==> src/rtl/mem_bus_arbiter.sv <==
// mem_bus_arbiter: two-requester (CPU / loader) arbiter for a single-port RAM.
// One transfer at a time (IDLE -> [TURN] -> ACC -> RESP), a turnaround cycle on
// every owner change, and a bounded loader hold so the CPU cannot starve.
// Optional build macro: ARB_LOCK_EN (honour ldr_lock as a loader bus lock).
module mem_bus_arbiter #(
    parameter int unsigned ADDR_W   = 4,
    parameter int unsigned DATA_W   = 8,
    parameter int unsigned MAX_HOLD = 4
) (
    input  logic              clk,
    input  logic              rst,
    input  logic              cpu_req,
    input  logic              cpu_we,
    input  logic [ADDR_W-1:0] cpu_addr,
    input  logic [DATA_W-1:0] cpu_wdata,
    output logic              cpu_ack,
    output logic [DATA_W-1:0] cpu_rdata,
    output logic              cpu_wait,
    input  logic              ldr_req,
    input  logic              ldr_we,
    input  logic [ADDR_W-1:0] ldr_addr,
    input  logic [DATA_W-1:0] ldr_wdata,
    output logic              ldr_ack,
    output logic [DATA_W-1:0] ldr_rdata,
    input  logic              ldr_lock,
    output logic [ADDR_W-1:0] mem_addr,
    output logic [DATA_W-1:0] mem_wdata,
    output logic              mem_we,
    output logic              mem_re,
    input  logic [DATA_W-1:0] mem_rdata,
    output logic [1:0]        owner
);

    localparam logic [1:0] S_IDLE = 2'd0;
    localparam logic [1:0] S_TURN = 2'd1;
    localparam logic [1:0] S_ACC  = 2'd2;
    localparam logic [1:0] S_RESP = 2'd3;

    localparam logic [1:0] OWN_NONE = 2'b00;
    localparam logic [1:0] OWN_CPU  = 2'b01;
    localparam logic [1:0] OWN_LDR  = 2'b10;

    localparam logic [3:0] LP_MAX_HOLD = 4'(MAX_HOLD);

    logic [1:0]        r_state;
    logic [3:0]        r_hold;
    logic              r_sel_ldr;
    logic              r_we;
    logic [ADDR_W-1:0] r_addr;
    logic [DATA_W-1:0] r_wdata;

    logic              w_lock;
    logic              w_hold_full;
    logic              w_grant_cpu;
    logic              w_grant_ldr;
    logic              w_any;
    logic              w_direct;
    logic [1:0]        w_win_code;
    logic              w_req_we;
    logic [ADDR_W-1:0] w_req_addr;
    logic [DATA_W-1:0] w_req_wdata;

`ifdef ARB_LOCK_EN
    assign w_lock = ldr_lock & (owner == OWN_LDR);
`else
    logic w_unused_lock;
    assign w_unused_lock = ldr_lock;
    assign w_lock        = 1'b0;
`endif

    assign w_hold_full = (r_hold == LP_MAX_HOLD);
    assign cpu_wait    = cpu_req & ~cpu_ack;

    // Winner selection from the sampled requests; the lock blocks any CPU grant.
    always_comb begin
        w_grant_cpu = 1'b0;
        w_grant_ldr = 1'b0;
        if (ldr_req && !(cpu_req && w_hold_full && !w_lock)) begin
            w_grant_ldr = 1'b1;
        end else if (cpu_req && !w_lock) begin
            w_grant_cpu = 1'b1;
        end
    end

    assign w_any       = w_grant_cpu | w_grant_ldr;
    assign w_win_code  = w_grant_ldr ? OWN_LDR : OWN_CPU;
    assign w_direct    = (owner == OWN_NONE) || (owner == w_win_code);
    assign w_req_we    = w_grant_ldr ? ldr_we    : cpu_we;
    assign w_req_addr  = w_grant_ldr ? ldr_addr  : cpu_addr;
    assign w_req_wdata = w_grant_ldr ? ldr_wdata : cpu_wdata;

    // Transfer sequencer: latches the winning request and drives the RAM/ack registers.
    // A direct grant loads the RAM registers straight from the request so ACC follows IDLE.
    always_ff @(posedge clk or posedge rst) begin
        if (rst) begin
            r_state   <= S_IDLE;
            owner     <= OWN_NONE;
            r_sel_ldr <= 1'b0;
            r_we      <= 1'b0;
            r_addr    <= '0;
            r_wdata   <= '0;
            mem_addr  <= '0;
            mem_wdata <= '0;
            mem_we    <= 1'b0;
            mem_re    <= 1'b0;
            cpu_ack   <= 1'b0;
            ldr_ack   <= 1'b0;
            cpu_rdata <= '0;
            ldr_rdata <= '0;
        end else begin
            case (r_state)
                S_IDLE: begin
                    if (w_any) begin
                        owner     <= w_win_code;
                        r_sel_ldr <= w_grant_ldr;
                        r_we      <= w_req_we;
                        r_addr    <= w_req_addr;
                        r_wdata   <= w_req_wdata;
                        if (w_direct) begin
                            r_state   <= S_ACC;
                            mem_addr  <= w_req_addr;
                            mem_wdata <= w_req_wdata;
                            mem_we    <= w_req_we;
                            mem_re    <= ~w_req_we;
                        end else begin
                            r_state <= S_TURN;
                        end
                    end
                end
                S_TURN: begin
                    r_state   <= S_ACC;
                    mem_addr  <= r_addr;
                    mem_wdata <= r_wdata;
                    mem_we    <= r_we;
                    mem_re    <= ~r_we;
                end
                S_ACC: begin
                    r_state <= S_RESP;
                    mem_we  <= 1'b0;
                    mem_re  <= 1'b0;
                    if (r_sel_ldr) begin
                        ldr_ack <= 1'b1;
                        if (!r_we) begin
                            ldr_rdata <= mem_rdata;
                        end
                    end else begin
                        cpu_ack <= 1'b1;
                        if (!r_we) begin
                            cpu_rdata <= mem_rdata;
                        end
                    end
                end
                default: begin
                    r_state <= S_IDLE;
                    cpu_ack <= 1'b0;
                    ldr_ack <= 1'b0;
                end
            endcase
        end
    end

    // Loader hold counter: counts loader grants made against a waiting CPU.
    always_ff @(posedge clk or posedge rst) begin
        if (rst) begin
            r_hold <= '0;
        end else if (r_state == S_IDLE) begin
            if (w_grant_cpu || !cpu_req) begin
                r_hold <= '0;
            end else if (w_grant_ldr && !w_hold_full) begin
                r_hold <= r_hold + 4'd1;
            end
        end
    end

endmodule

==> config.mk <==
export PLATFORM = sky130hd
export DESIGN_NAME = mem_bus_arbiter
export DESIGN_NICKNAME = d
export VERILOG_FILES = /design/src/rtl/mem_bus_arbiter.sv
export SDC_FILE = /design/constraint.sdc
export NUM_CORES = 1
export LEC_CHECK = 0
export ABC_AREA = 1
export CORE_ASPECT_RATIO = 0.8
export CORE_MARGIN = 3
export CORE_UTILIZATION = 40
export CTS_BUF_LIST = sky130_fd_sc_hd__clkbuf_8 sky130_fd_sc_hd__clkbuf_16
export DETAILED_ROUTE_END_ITERATION = 16
export GPL_TIMING_DRIVEN = 1
export HOLD_SLACK_MARGIN = 0.12
export PLACE_DENSITY = 0.75
export SKIP_LAST_GASP = 1
export SYNTH_ARGS = -nofsm -noshare
export SYNTH_HDL_FRONTEND = slang
export SYNTH_SLANG_ARGS = --single-unit
==> constraint.sdc <==
create_clock -name clk -period 3.7 [get_ports clk]
set_input_delay 0.555 -clock clk [delete_from_list [all_inputs] [get_ports clk]]
set_output_delay 0.555 -clock clk [all_outputs]
set_load 0.01 [all_outputs]
# --- Yosys cells after proc, flatten, opt, wreduce, memory -nomap -nowiden ---
# Cells that the tools add are included.
# W data, S select, Z words.
totals:
  ff_bits: 54
  in_bits: 39
  word_cells: 81
op_classes:
  n_eq_ne: 8
  n_mux: 28
  n_reduce_logical: 22
  addsub: 1
  n_bitwise: 7
ops:
  columns: ["op", "n"]
  rows:
  - ["$mux W8", 3]
  - ["$mux W4", 5]
  - ["$pmux W8 S2", 1]
  - ["$reduce_and A3 Y1", 4]
  - ["$mux W1", 10]
  - ["$ne A2 B2 Y1 const B", 4]
  - ["$pmux W4 S2", 1]
  - ["$reduce_and A2 Y1", 4]
  - ["$mux W2", 3]
  - ["$pmux W1 S3", 2]
  - ["$pmux W2 S3", 1]
  - ["$not A1 Y1", 5]
  - ["$add A4 B1 Y4 const B", 1]
  - ["$eq A4 B3 Y1 const B", 1]
  - ["$logic_not A2 Y1", 2]
  - ["$pmux W1 S2", 2]
  - ["$reduce_bool A2 Y1", 2]
  - ["$logic_and A1 B1 Y1", 3]
  - ["$logic_not A1 Y1", 3]
  - ["$reduce_bool A3 Y1", 1]
  - ["$eq A2 B1 Y1 const B", 1]
  - ["$eq A2 B2 Y1", 1]
  - ["$eq A2 B2 Y1 const B", 1]
  - ["$logic_or A1 B1 Y1", 2]
  - ["other kinds (3)", 3]

# --- Depth between registers and ports, before layout ---
depth:
  word_depth: 11
  ltp_mapped: 13
  depth_no_buf: 12

# --- Worst setup path before layout ---
# No wires, ideal clock.
synth_path:
  kind: "register -> register"
  start: "register r_state[1]"
  end: "register mem_addr[0]"
  required_time_ns: 3.584
  path_buffers: 2
  arrival_time_ns: 1.436
  path_slack_ns: 2.148
  path_stages_with_launch: 10
  synth_period_minus_slack_ns: 1.552
  cell_sequence: "dfrtp_1 inv_1 ha_1 clkbuf_1 nor2_1 nor2_1 nand2_2 buf_2 nand2_1 nand2_1"
synth_via:
  elab_chain_cells: 3
  word_cells_on_any_way: 7
synth_rtl:
  columns: ["item", "line", "text"]
  rows:
  - ["from (decl)", "45", "logic [1:0] r_state;"]
  - ["from (signal assigned)", "96", "r_state <= S_IDLE;"]
  - ["from (signal assigned)", "120", "r_state <= S_ACC;"]
  - ["from (signal assigned)", "126", "r_state <= S_TURN;"]
  - ["$eq A2 B1 Y1 / $logic_not A2 Y1 (equally long branches)", "111", "case (r_state)"]
  - ["$reduce_bool A2 Y1 (no line) / $ne A2 B2 Y1 (equally long branches)", null, null]
  - ["$reduce_and A3 Y1 (no line)", null, null]
  - ["to (signal assigned)", "121", "mem_addr <= w_req_addr;"]
  - ["to (signal assigned)", "132", "mem_addr <= r_addr;"]
  - ["to (decl)", "26", "output logic [ADDR_W-1:0] mem_addr,"]
# Parallel ways exist; a longest one is shown, timed or not.
# A chain may end at the register's enable or synchronous reset.

# --- Final worst setup path ---
layout_path:
  start: "input cpu_req"
  end: "output cpu_wait"
layout_via:
  elab_chain_cells: 1
layout_rtl:
  columns: ["item", "line", "text"]
  rows:
  - ["from (decl)", "12", "input logic cpu_req,"]
  - ["$and A1 B1 Y1", "72", "assign cpu_wait = cpu_req & ~cpu_ack;"]
  - ["to (decl)", "18", "output logic cpu_wait,"]
# Every way passes these cells.

==> flow_metrics.py <==
metrics = {
    "run_status": {
        "status": "complete, no violations",
    },
    "timing": {
        "skew_ns": 0.0175,
        "setup_viol": 0,
        "min_period_ns": 2.36,
        "relSlewSlack_pct": 29.1,
        "tns_ns": 0,
        "period_share_pct": 63.9,
        "rsz0062_at_grt": "no",
        "hold_viol": 0,
        "worst_slew_pin_slew_ns": 1.06,
        "fmax_mhz": 423,
        "drv_slew": 0,
    },
    "cts": {
        "max-clock-path-buffers": 2,
        "htree_levels": 2,
        "clkSinkCount": 53,
        "cts_buffers": 5,
        "cts_setup_buffers": 0,
        "hold_buffers": 0,
        "clock_tree.root_cell": "clkbuf_8",
        "cts_tree": "yes",
        "clk_pin_slew_worst_paths_ns": 0.09,
        "clk_latency_ns": 0.31,
        "cts_repair_resize_count": 0,
    },
    "logic_synthesis": {
        "synth_seq_area_share_pct": 49.5,
        "netlist_area_mm2": 0.00268,
        "ys_warn_count": 0,
        "ys_types": 21,
        "ys_seq_elements": 53,
        "synthesis.nets": 390,
        "syn_inst": 344,
        "syn_avg_cell_area_um2": 7.79,
        "synthFlopType": "dfrtp_1",
        "async_reset_ff_share_pct": 100,
        "synth-edff-count": 0,
    },
    "routing": {
        "post_drt_wl_per_cell_um": 12.7,
        "drc": 0,
        "vias_per_cell": 4.70,
        "drt_iter0_drc": 94,
        "ant_nets": 0,
        "vias": 2329,
        "totalWireLength_um": 6320,
        "first_pass_iters": 4,
    },
    "die": {
        "io_pins": 74,
        "rows": 26,
        "die_h_um": 79.2,
        "die_width_um": 97.5,
        "die-area_mm2": 0.00772,
        "initial_utilization_pct": 41.6,
        "core_mm2": 0.00644,
    },
    "worst_setup_path": {
        "endpoint_kind": "output pin",
        "crit_path_cell_trace": "clkdlybuf4s50_1 > inv_1 > nor2_1 > clkdlybuf4s50_1",
        "required_ns": 3.14,
        "startpoint_type": "input pin",
        "critPathTopFamily": "buffers and inverters",
        "crit_type": "input pin to output pin",
        "crit_slowest_cell": "clkdlybuf4s50_1",
        "critical-path-max-stage-delay_ns": 0.55,
        "cp.arrival_ns": 1.81,
        "crit_top_cell": "clkdlybuf4s50_1",
        "cp_num_buf_inv": 3,
        "critPathMaxFanout": 5,
    },
    "power_and_ir_drop": {
        "p_per_area_mw_per_mm2": 789,
        "irDropWorstVdd_mv": 0.431,
        "p_leak_nw": 1.82,
    },
    "global_routing": {
        "antenna_found_initial": 0,
        "grt_pass1_vias": 2393,
        "grt_max_degree": 54,
        "grt_usage_pct": 17.5,
        "gr-total-overflow": 0,
        "grt_pass1_wl_um": 11000,
    },
    "cells_and_area": {
        "final_area_mm2": 0.00353,
        "nFillCells": 631,
        "antennaDiodeCount": 0,
        "drive_gt1_share_pct": 4.61,
        "finalNetCount": 457,
        "synthToLayoutAreaGrowth_pct": 31.7,
    },
    "worst_hold_path": {
        "hp-class": "register to register",
    },
    "placed_design": {
        "place_hpwl_um": 4520,
        "gp_congestion": 0.805,
        "port-buffer-count": 72,
        "post_dp_cell_area_mm2": 0.00344,
    },
    "job": {
        "max_cap_violations": 0,
    },
}
synthesized netlist by cell type, types with 4 or more instances:
library cell / n / share of area [%]
clkbuf_1: 6 / 0.84
dfrtp_1: 53 / 49
o21ai_0: 22 / 4.1
buf_2: 4 / 0.75
nor2_1: 8 / 1.1
a21oi_1: 7 / 1.3
inv_1: 40 / 5.6
nand2_1: 134 / 19
nand3_1: 33 / 6.2
ha_1: 7 / 3.3
nand3b_1: 13 / 3.6
through the flow:
step	hold WS (ns)	power, mW	util [%]	worst slack, ns	std cells
2_1_floorplan	0.449	1.89	-	1.86	344
3_3_place_gp	0.463	2.45	53.5	1.14	488
3_5_place_dp	0.465	2.49	53.5	1.05	488
4_1_cts	0.490	2.83	54.8	1.33	496
5_1_grt	0.500	3.06	54.8	1.18	496
6_report	0.484	2.79	54.8	1.34	496
final timing paths:
kind / start / to / slack (ns) / cells after the start
max: cpu_req / cpu_wait / 1.34 / 4
min: mem_wdata[0]$_DFFE_PP0P_ / mem_wdata[0]$_DFFE_PP0P_ / 0.48 / 2
max reg2reg: r_state[1]$_DFFE_PP0P_ / mem_wdata[5]$_DFFE_PP0P_ / 1.48 / 8
min reg2reg: mem_wdata[0]$_DFFE_PP0P_ / mem_wdata[0]$_DFFE_PP0P_ / 0.48 / 2
max in group asynchronous: rst / r_state[0]$_DFFE_PP0P_ / 2.20 / 2
min in group asynchronous: rst / mem_wdata[2]$_DFFE_PP0P_ / 0.85 / 2
kinds of logic after synthesis:
group | Yosys count | synth area share (%)
and+or+nand+nor | 197 | 32.5
xor gates and xnor gates | 1 | 0.327
adders and majority gates | 7 | 3.27
buffers and inverters | 56 | 8.73
DFF | 53 | 49.5
AOI/OAI and AO/OA | 30 | 5.70
worst min-delay path: stages, from the launching register on:
cell and delay, ns:
dfrtp_1 0.35, nand2_1 0.05, nand2_1 0.05
cell type report:
type                       count  area (um^2)  share of cell area (%)
clock buffer                   5         68.8                    1.95
inverter                      42          158                    4.46
clock inverter                 3         17.5                   0.496
tap                           84          105                    2.98
sequential                    53         1330                    37.6
multi-input combinational    235         1120                    31.7
timing repair buffer          74          736                    20.8
cell usage in the layout (no fill, tap or decap), drive strengths merged:
master         synthesis  layout
buf                    8       2
nand3                 34      34
ha                     7       7
xor2                   1       1
o21ai                 22      22
nor2                   9       9
nand2                138     138
o21bai                 1       1
nand4                  3       3
clkdlybuf4s50          0      72
clkbuf                 6       5
nand3b                13      13
dfrtp                 53      53
inv                   42      42
clkinvlp               0       1
clkinv                 0       2
a21oi                  7       7
registers in the layout, summed over array words and instances (netlist names):
signal,count
mem_addr,4
r_hold,4
mem_re,1
r_state,2
r_addr,4
mem_wdata,8
ldr_ack,1
mem_we,1
ldr_rdata,8
r_we,1
r_wdata,8
cpu_rdata,8
cpu_ack,1
owner,2
report_power, final:
group,total [mW],internal (mW),switching [mW]
combinational,1.43,0.644,0.788
clock,0.316,0.131,0.185
sequential,1.04,0.865,0.172
total,2.79,1.64,1.15
routing by layer:
metal | vias to the layer above | track usage, % | routed length, um
met5 | - | 0 | 0
li1 | 1201 | - | -
met4 | 0 | 3.60 | 0
met3 | 0 | 5.62 | 486
met2 | 68 | 28.9 | 2940
met1 | 1060 | 22.7 | 2890
Power figures use the tool's default switching activity.
